## config.mk

```make
export PLATFORM = sky130hd
export DESIGN_NAME = prog_sequencer_flat
export DESIGN_NICKNAME = d
export VERILOG_FILES = /design/src/rtl/prog_sequencer_pkg.sv /design/src/rtl/prog_sequencer_if.sv /design/src/rtl/prog_sequencer_ret_stack.sv /design/src/rtl/prog_sequencer.sv /design/src/flat_wrapper.sv
export SDC_FILE = /design/constraint.sdc
export NUM_CORES = 1
export LEC_CHECK = 0
export CORE_ASPECT_RATIO = 1.4
export CORE_MARGIN = 5
export CORE_UTILIZATION = 62
export CTS_BUF_LIST = sky130_fd_sc_hd__clkbuf_16
export CTS_CLUSTER_SIZE = 30
export DETAILED_ROUTE_END_ITERATION = 10
export PLACE_DENSITY = 0.86
export REMOVE_ABC_BUFFERS = 1
export SKIP_LAST_GASP = 1
export SLEW_MARGIN = 20
export SYNTH_ARGS = -nofsm -noshare
export SYNTH_HDL_FRONTEND = slang
export SYNTH_SLANG_ARGS = --single-unit
```

## constraint.sdc

```tcl
create_clock -name i_clk -period 13.5 [get_ports i_clk]
set_input_delay 4.05 -clock i_clk [delete_from_list [all_inputs] [get_ports i_clk]]
set_output_delay 4.05 -clock i_clk [all_outputs]
set_load 0.03 [all_outputs]
```

## src/rtl/prog_sequencer_pkg.sv

```systemverilog
// Shared types and default sizing for the program sequencer.
package prog_seq_pkg;
  localparam int DEF_PC_W        = 8;
  localparam int DEF_JPTR_W      = 5;
  localparam int DEF_STACK_DEPTH = 4;

  typedef enum logic [1:0] {
    IDLE = 2'd0,
    RUN  = 2'd1,
    DONE = 2'd2
  } state_t;
endpackage

```

## src/rtl/prog_sequencer_if.sv

```systemverilog
// Control-strobe / fetch-address bundle between decode logic and the sequencer.
interface prog_sequencer_if
  import prog_seq_pkg::*;
#(
  parameter int PC_W   = DEF_PC_W,
  parameter int JPTR_W = DEF_JPTR_W
);
  logic              start;
  logic              halt;
  logic              stall;
  logic              jen;
  logic              zero;
  logic              call;
  logic              ret;
  logic [JPTR_W-1:0] jptr;
  logic              jtab_we;
  logic [JPTR_W-1:0] jtab_waddr;
  logic [PC_W-1:0]   jtab_wdata;
  logic [PC_W-1:0]   pc;
  logic              running;
  logic              done;
  logic              stack_err;

  // Decode / host side: drives strobes, observes fetch address and status.
  modport master (
    output start, halt, stall, jen, zero, call, ret, jptr,
           jtab_we, jtab_waddr, jtab_wdata,
    input  pc, running, done, stack_err
  );

  // Sequencer side.
  modport slave (
    input  start, halt, stall, jen, zero, call, ret, jptr,
           jtab_we, jtab_waddr, jtab_wdata,
    output pc, running, done, stack_err
  );
endinterface

```

## src/rtl/prog_sequencer_ret_stack.sv

```systemverilog
// Return-address LIFO. Caller guarantees push and pop are never both set.
module ret_stack #(
  parameter int DEPTH = 4,
  parameter int W     = 8
) (
  input  logic         i_clk,
  input  logic         i_rst,
  input  logic         i_clr,
  input  logic         i_push,
  input  logic         i_pop,
  input  logic [W-1:0] i_wdata,
  output logic [W-1:0] o_top,
  output logic         o_full,
  output logic         o_empty
);
  localparam int SP_W  = $clog2(DEPTH + 1);
  localparam int IDX_W = (DEPTH > 1) ? $clog2(DEPTH) : 1;

  logic [SP_W-1:0]  r_sp;
  logic [W-1:0]     r_mem [DEPTH];
  logic [IDX_W-1:0] w_top_idx;
  logic [IDX_W-1:0] w_push_idx;

  // When empty the top index aliases a stale slot; callers never consume it then.
  assign w_top_idx  = IDX_W'(r_sp - SP_W'(1));
  assign w_push_idx = IDX_W'(r_sp);
  assign o_full     = (r_sp == SP_W'(DEPTH));
  assign o_empty    = (r_sp == SP_W'(0));
  assign o_top      = r_mem[w_top_idx];

  // Stack pointer and storage update; clear discards all entries on program launch.
  always_ff @(posedge i_clk or posedge i_rst) begin
    if (i_rst) begin
      r_sp <= SP_W'(0);
      for (int i = 0; i < DEPTH; i++) r_mem[i] <= W'(0);
    end else if (i_clr) begin
      r_sp <= SP_W'(0);
    end else if (i_push && !o_full) begin
      r_mem[w_push_idx] <= i_wdata;
      r_sp              <= r_sp + SP_W'(1);
    end else if (i_pop && !o_empty) begin
      r_sp <= r_sp - SP_W'(1);
    end
  end
endmodule

```

## src/rtl/prog_sequencer.sv

```systemverilog
// Program sequencer: launch/done handshake, PC generation, writable jump table
// and a hardware call/return stack.
module prog_sequencer
  import prog_seq_pkg::*;
#(
  parameter int PC_W        = DEF_PC_W,
  parameter int JPTR_W      = DEF_JPTR_W,
  parameter int STACK_DEPTH = DEF_STACK_DEPTH
) (
  input logic             i_clk,
  input logic             i_rst,
  prog_sequencer_if.slave bus
);
  localparam int JT_N = 2 ** JPTR_W;

  state_t          r_state;
  state_t          w_state_nxt;
  logic [PC_W-1:0] r_pc;
  logic [PC_W-1:0] w_pc_nxt;
  logic            r_err;
  logic            w_err_nxt;
  logic            r_running;
  logic            r_done;
  logic [PC_W-1:0] r_jtab [JT_N];
  logic [PC_W-1:0] w_jt_target;
  logic [PC_W-1:0] w_pc_inc;
  logic            w_push;
  logic            w_pop;
  logic            w_clr;
  logic [PC_W-1:0] w_stk_top;
  logic            w_stk_full;
  logic            w_stk_empty;

  // Lookup sees the pre-write table contents, so a same-cycle write is not forwarded.
  assign w_jt_target = r_jtab[bus.jptr];
  assign w_pc_inc    = r_pc + PC_W'(1);

  ret_stack #(.DEPTH(STACK_DEPTH), .W(PC_W)) u_ret_stack (
    .i_clk   (i_clk),
    .i_rst   (i_rst),
    .i_clr   (w_clr),
    .i_push  (w_push),
    .i_pop   (w_pop),
    .i_wdata (w_pc_inc),
    .o_top   (w_stk_top),
    .o_full  (w_stk_full),
    .o_empty (w_stk_empty)
  );

  // Next-state and next-PC selection; strobes are only honoured in RUN, in fixed priority.
  always_comb begin
    w_state_nxt = r_state;
    w_pc_nxt    = r_pc;
    w_err_nxt   = r_err;
    w_push      = 1'b0;
    w_pop       = 1'b0;
    w_clr       = 1'b0;
    case (r_state)
      IDLE: begin
        if (bus.start) begin
          w_state_nxt = RUN;
          w_pc_nxt    = PC_W'(0);
          w_err_nxt   = 1'b0;
          w_clr       = 1'b1;
        end else begin
          w_state_nxt = IDLE;
        end
      end
      RUN: begin
        if (bus.halt) begin
          w_state_nxt = DONE;
        end else if (bus.stall) begin
          w_pc_nxt = r_pc;
        end else if (bus.ret) begin
          if (!w_stk_empty) begin
            w_pop    = 1'b1;
            w_pc_nxt = w_stk_top;
          end else begin
            w_err_nxt = 1'b1;
            w_pc_nxt  = w_pc_inc;
          end
        end else if (bus.call) begin
          if (!w_stk_full) begin
            w_push   = 1'b1;
            w_pc_nxt = w_jt_target;
          end else begin
            w_err_nxt = 1'b1;
            w_pc_nxt  = w_pc_inc;
          end
        end else if (bus.jen && bus.zero) begin
          w_pc_nxt = w_jt_target;
        end else begin
          w_pc_nxt = w_pc_inc;
        end
      end
      DONE: begin
        if (!bus.start) begin
          w_state_nxt = IDLE;
        end else begin
          w_state_nxt = DONE;
        end
      end
      default: begin
        w_state_nxt = IDLE;
        w_pc_nxt    = PC_W'(0);
      end
    endcase
  end

  // Sequencer state, PC and status registers; status outputs come straight from flops.
  always_ff @(posedge i_clk or posedge i_rst) begin
    if (i_rst) begin
      r_state   <= IDLE;
      r_pc      <= PC_W'(0);
      r_err     <= 1'b0;
      r_running <= 1'b0;
      r_done    <= 1'b0;
    end else begin
      r_state   <= w_state_nxt;
      r_pc      <= w_pc_nxt;
      r_err     <= w_err_nxt;
      r_running <= (w_state_nxt == RUN);
      r_done    <= (w_state_nxt == DONE);
    end
  end

  // Jump table is writable in every state.
  always_ff @(posedge i_clk or posedge i_rst) begin
    if (i_rst) begin
      for (int i = 0; i < JT_N; i++) r_jtab[i] <= PC_W'(0);
    end else if (bus.jtab_we) begin
      r_jtab[bus.jtab_waddr] <= bus.jtab_wdata;
    end
  end

  assign bus.pc        = r_pc;
  assign bus.running   = r_running;
  assign bus.done      = r_done;
  assign bus.stack_err = r_err;
endmodule

```

## src/flat_wrapper.sv

```systemverilog
// flat-port wrapper written by rule: the top's interface ports become plain ports
module prog_sequencer_flat import prog_seq_pkg::*;
#(
  parameter int PC_W        = DEF_PC_W,
  parameter int JPTR_W      = DEF_JPTR_W,
  parameter int STACK_DEPTH = DEF_STACK_DEPTH
)
  (i_clk, i_rst, bus_start, bus_halt, bus_stall, bus_jen, bus_zero, bus_call, bus_ret, bus_jptr, bus_jtab_we, bus_jtab_waddr, bus_jtab_wdata, bus_pc, bus_running, bus_done, bus_stack_err);
  prog_sequencer_if #(.PC_W(PC_W), .JPTR_W(JPTR_W)) bus_i ();
  input logic i_clk;
  input logic i_rst;
  input wire logic [$bits(bus_i.start)-1:0] bus_start;
  input wire logic [$bits(bus_i.halt)-1:0] bus_halt;
  input wire logic [$bits(bus_i.stall)-1:0] bus_stall;
  input wire logic [$bits(bus_i.jen)-1:0] bus_jen;
  input wire logic [$bits(bus_i.zero)-1:0] bus_zero;
  input wire logic [$bits(bus_i.call)-1:0] bus_call;
  input wire logic [$bits(bus_i.ret)-1:0] bus_ret;
  input wire logic [$bits(bus_i.jptr)-1:0] bus_jptr;
  input wire logic [$bits(bus_i.jtab_we)-1:0] bus_jtab_we;
  input wire logic [$bits(bus_i.jtab_waddr)-1:0] bus_jtab_waddr;
  input wire logic [$bits(bus_i.jtab_wdata)-1:0] bus_jtab_wdata;
  output wire logic [$bits(bus_i.pc)-1:0] bus_pc;
  output wire logic [$bits(bus_i.running)-1:0] bus_running;
  output wire logic [$bits(bus_i.done)-1:0] bus_done;
  output wire logic [$bits(bus_i.stack_err)-1:0] bus_stack_err;
  assign bus_i.start = bus_start;
  assign bus_i.halt = bus_halt;
  assign bus_i.stall = bus_stall;
  assign bus_i.jen = bus_jen;
  assign bus_i.zero = bus_zero;
  assign bus_i.call = bus_call;
  assign bus_i.ret = bus_ret;
  assign bus_i.jptr = bus_jptr;
  assign bus_i.jtab_we = bus_jtab_we;
  assign bus_i.jtab_waddr = bus_jtab_waddr;
  assign bus_i.jtab_wdata = bus_jtab_wdata;
  assign bus_pc = bus_i.pc;
  assign bus_running = bus_i.running;
  assign bus_done = bus_i.done;
  assign bus_stack_err = bus_i.stack_err;
  prog_sequencer #(.PC_W(PC_W), .JPTR_W(JPTR_W), .STACK_DEPTH(STACK_DEPTH)) u_core (.i_clk(i_clk), .i_rst(i_rst), .bus(bus_i));
endmodule
```

==> results.ini <==
[status]
status = completed

[synth]
ys_seq_area_share_pct = 53.7
async_reset_ff_share_pct = 100
synth_area_sq_mm = 0.0142
synth_flop_cell = dfrtp_1
avgSynthCellArea_sq_um = 14.1
synth_edf_count = 0
synth_cells = 1003
ys_warn_count = 0
synth_cell_types = 59
synth_seq_cells = 304

[cts]
tritoncts = yes
root_buffer = clkbuf_16
cts_setup_buffers = 0
post_cts_resized = 0
clock_latency_ns = 0.55
h-tree-depth = 1
numCtsBuffers = 29
path_clk_slew_ns = 0.07
cts.sinks = 304
postCtsHoldBufs = 0
cts_max_path_buffers = 3

[worst_setup_path]
slowest_stage = clkdlybuf4s50_1
cp_slowest_stage_delay_ns = 0.99
path_max_fanout = 27
worstSetupPathType = in2reg
critPathMostFrequentCell = a221oi_1
critPathCaptureType = flip-flop
path_cells = clkdlybuf4s50_1 -> or3b_2 -> o22ai_1 -> a221oi_1 -> a221oi_1 -> o21ai_0
cp.arrival_ns = 6.70
crit_family = buffers and inverters
start_kind = primary input
path_buf_inv = 1
required_ns = 13.92

[pwr]
p_comb_share_pct = 18.5
ir_drop_v = 0.000102
clkPwrFrac_pct = 32.7
p_per_area_mw_per_mm2 = 155
p_leak_nw = 6.82
seq_power_share_pct = 48.8
p_sw_mw = 0.659
power.internal_mw = 1.77
swShare_pct = 27.2

[final_layout]
diodes = 0
final_net_count = 1051
area_delta_synth_final_pct = 10.2
nFillCells = 1514
fin_cells = 1340
drive_gt1_share_pct = 38.9

[global_routing]
grt_pass1_vias = 9650
grt_usage_pct = 27.0
grt_pass1_wl_um = 54100
grt_start_max_net_pins = 117
grt_overflow = 0
antenna_found_initial = 0

[flow_run]
maxCapViolCount = 0

[floorplan]
die_w_um = 138
die_h_um = 189
start_util_pct = 62.9
dieArea_sq_mm = 0.0260
coreArea_sq_mm = 0.0225
io_pins = 39
rows = 65

[detailed_routing]
drt-pass1-iter-count = 5
drt_drc_violations_left = 0
first_iter_violations = 791
finalWirelength_um = 33800
num_vias = 8966
final_antenna_net_count = 0
wl_per_cell_um = 25.2
routed_via_density = 6.69

[timing]
setup_violations = 0
fin_setup_tns_ns = 0
max_slew_margin_pct = 25.4
fmax_ghz = 0.159
tightest_slew_ns = 1.11
finalCritPeriodShare_pct = 46.5
finalMaxSlewViolations = 0
fin_crit_ns = 6.28
fin_worst_skew_ns = 0.0114
hold_viol_final = 0
rsz0062_at_grt = no

[hold_path]
hp-class = reg2reg

[placement]
place.port_buffers = 38
dp_cells = 1287
dp_hpwl_um = 21900
gp_congestion = 0.861

-- path summary, 6_finish.rpt --
kind / startpoint / end / slack [ns] / depth (start not counted)
max in group asynchronous: i_rst / u_core.r_jtab[43]$_DFFE_PP0P_ / 7.33 / 4
setup reg to reg: u_core.u_ret_stack.r_sp[0]$_DFFE_PP0P_ / u_core.u_ret_stack.r_mem[17]$_DFFE_PP0P_ / 10.64 / 6
setup / recovery: bus_jptr[4] / u_core.bus.pc[1]$_DFFE_PP0P_ / 7.22 / 6
hold / removal: u_core.u_ret_stack.r_mem[24]$_DFFE_PP0P_ / u_core.u_ret_stack.r_mem[24]$_DFFE_PP0P_ / 0.48 / 2
min in group asynchronous: i_rst / u_core.u_ret_stack.r_mem[5]$_DFFE_PP0P_ / 4.03 / 2
hold reg to reg: u_core.u_ret_stack.r_mem[24]$_DFFE_PP0P_ / u_core.u_ret_stack.r_mem[24]$_DFFE_PP0P_ / 0.48 / 2
-- cell usage after synthesis (all sizes together), types with 9 or more instances --
library cell / n / share of area, %
a21oi: 9 / 0.32
buf: 20 / 0.86
clkbuf: 48 / 1.3
dfrtp: 304 / 54
mux2: 263 / 21
mux4: 70 / 11
nand2: 70 / 1.9
nand2b: 12 / 0.53
nand3: 9 / 0.32
nor2: 33 / 0.87
nor3: 9 / 0.35
o21ai: 39 / 1.4
o22ai: 14 / 0.62
-- cell families after synthesis --
kind of cell,count (synthesis),share of synthesized area (%)
AOI/OAI and AO/OA,103,4.76
xor gates and xnor gates,6,0.371
adders and majority gates,6,0.530
buffers and inverters,73,2.26
DFF,304,53.7
muxes,338,32.4
and+or+nand+nor,173,6.03
-- layer usage --
layer	share of wire, %	vias up	GRT usage, %
met5	0	-	0
met2	52	404	46.2
met4	4.6	0	11.2
li1	-	3761	-
met1	37	4679	34.2
met3	6.3	122	4.23
-- area by class of cell --
type                       instances  area, sq um  share of cell area, %
multi-input combinational        626         6240                   40.0
tap                              301          377                   2.41
inverter                           5         26.3                  0.168
timing repair buffer              51          450                   2.88
clock inverter                    24          190                   1.22
clock buffer                      29          726                   4.65
sequential                       304         7610                   48.7
-- flip-flops by register name, summed over array words and instances, names as in the netlist --
name,count
u_core.bus.done,1
u_core.r_jtab,256
u_core.bus.stack_err,1
u_core.bus.running,1
u_core.r_state,2
u_core.u_ret_stack.r_mem,32
u_core.u_ret_stack.r_sp,3
u_core.bus.pc,8
-- power groups by stage --
| stage | sequential (mW) | clock [mW] | combinational, mW |
|---|---|---|---|
| 2_1_floorplan | 1.18 | 0 | 0.299 |
| 3_3_place_gp | 1.18 | 0 | 0.431 |
| 3_5_place_dp | 1.19 | 0 | 0.447 |
| 4_1_cts | 1.18 | 0.798 | 0.452 |
| 5_1_grt | 1.20 | 0.832 | 0.486 |
| 6_report | 1.18 | 0.793 | 0.450 |
-- stage by stage --
step                      utilization [%]  area (sq um)  power [mW]  hold slack (ns)  setup WS [ns]
final                                69.3         15600        2.43            0.483           7.22
after global routing                 69.3         15600        2.52            0.509           6.90
after CTS                            69.4         15600        2.43            0.480           7.23
after detailed placement             65.3         14700        1.64            0.466           6.69
after global placement               65.3         14700        1.61            0.456           6.70
after floorplan                         -         13900        1.47            0.445           1.05
-- cells in the final DEF, fill, tap and decap left out, types with 9 or more instances in the layout --
master / instances
clkdlybuf4s50_1: 32
mux2_2: 263
nor2_1: 33
o21ai_0: 39
o22ai_1: 14
inv_1: 9
nand2b_1: 12
buf_4: 14
mux4_2: 70
nand3_1: 9
clkbuf_16: 29
nand2_1: 70
dfrtp_1: 304
a21oi_1: 9
-- worst min-delay path, stage by stage (launching register included) --
cell     delay, ns
dfrtp_1       0.34
nand2_1       0.04
o21ai_0       0.06
No activity file was read; power rests on OpenSTA's default activity.
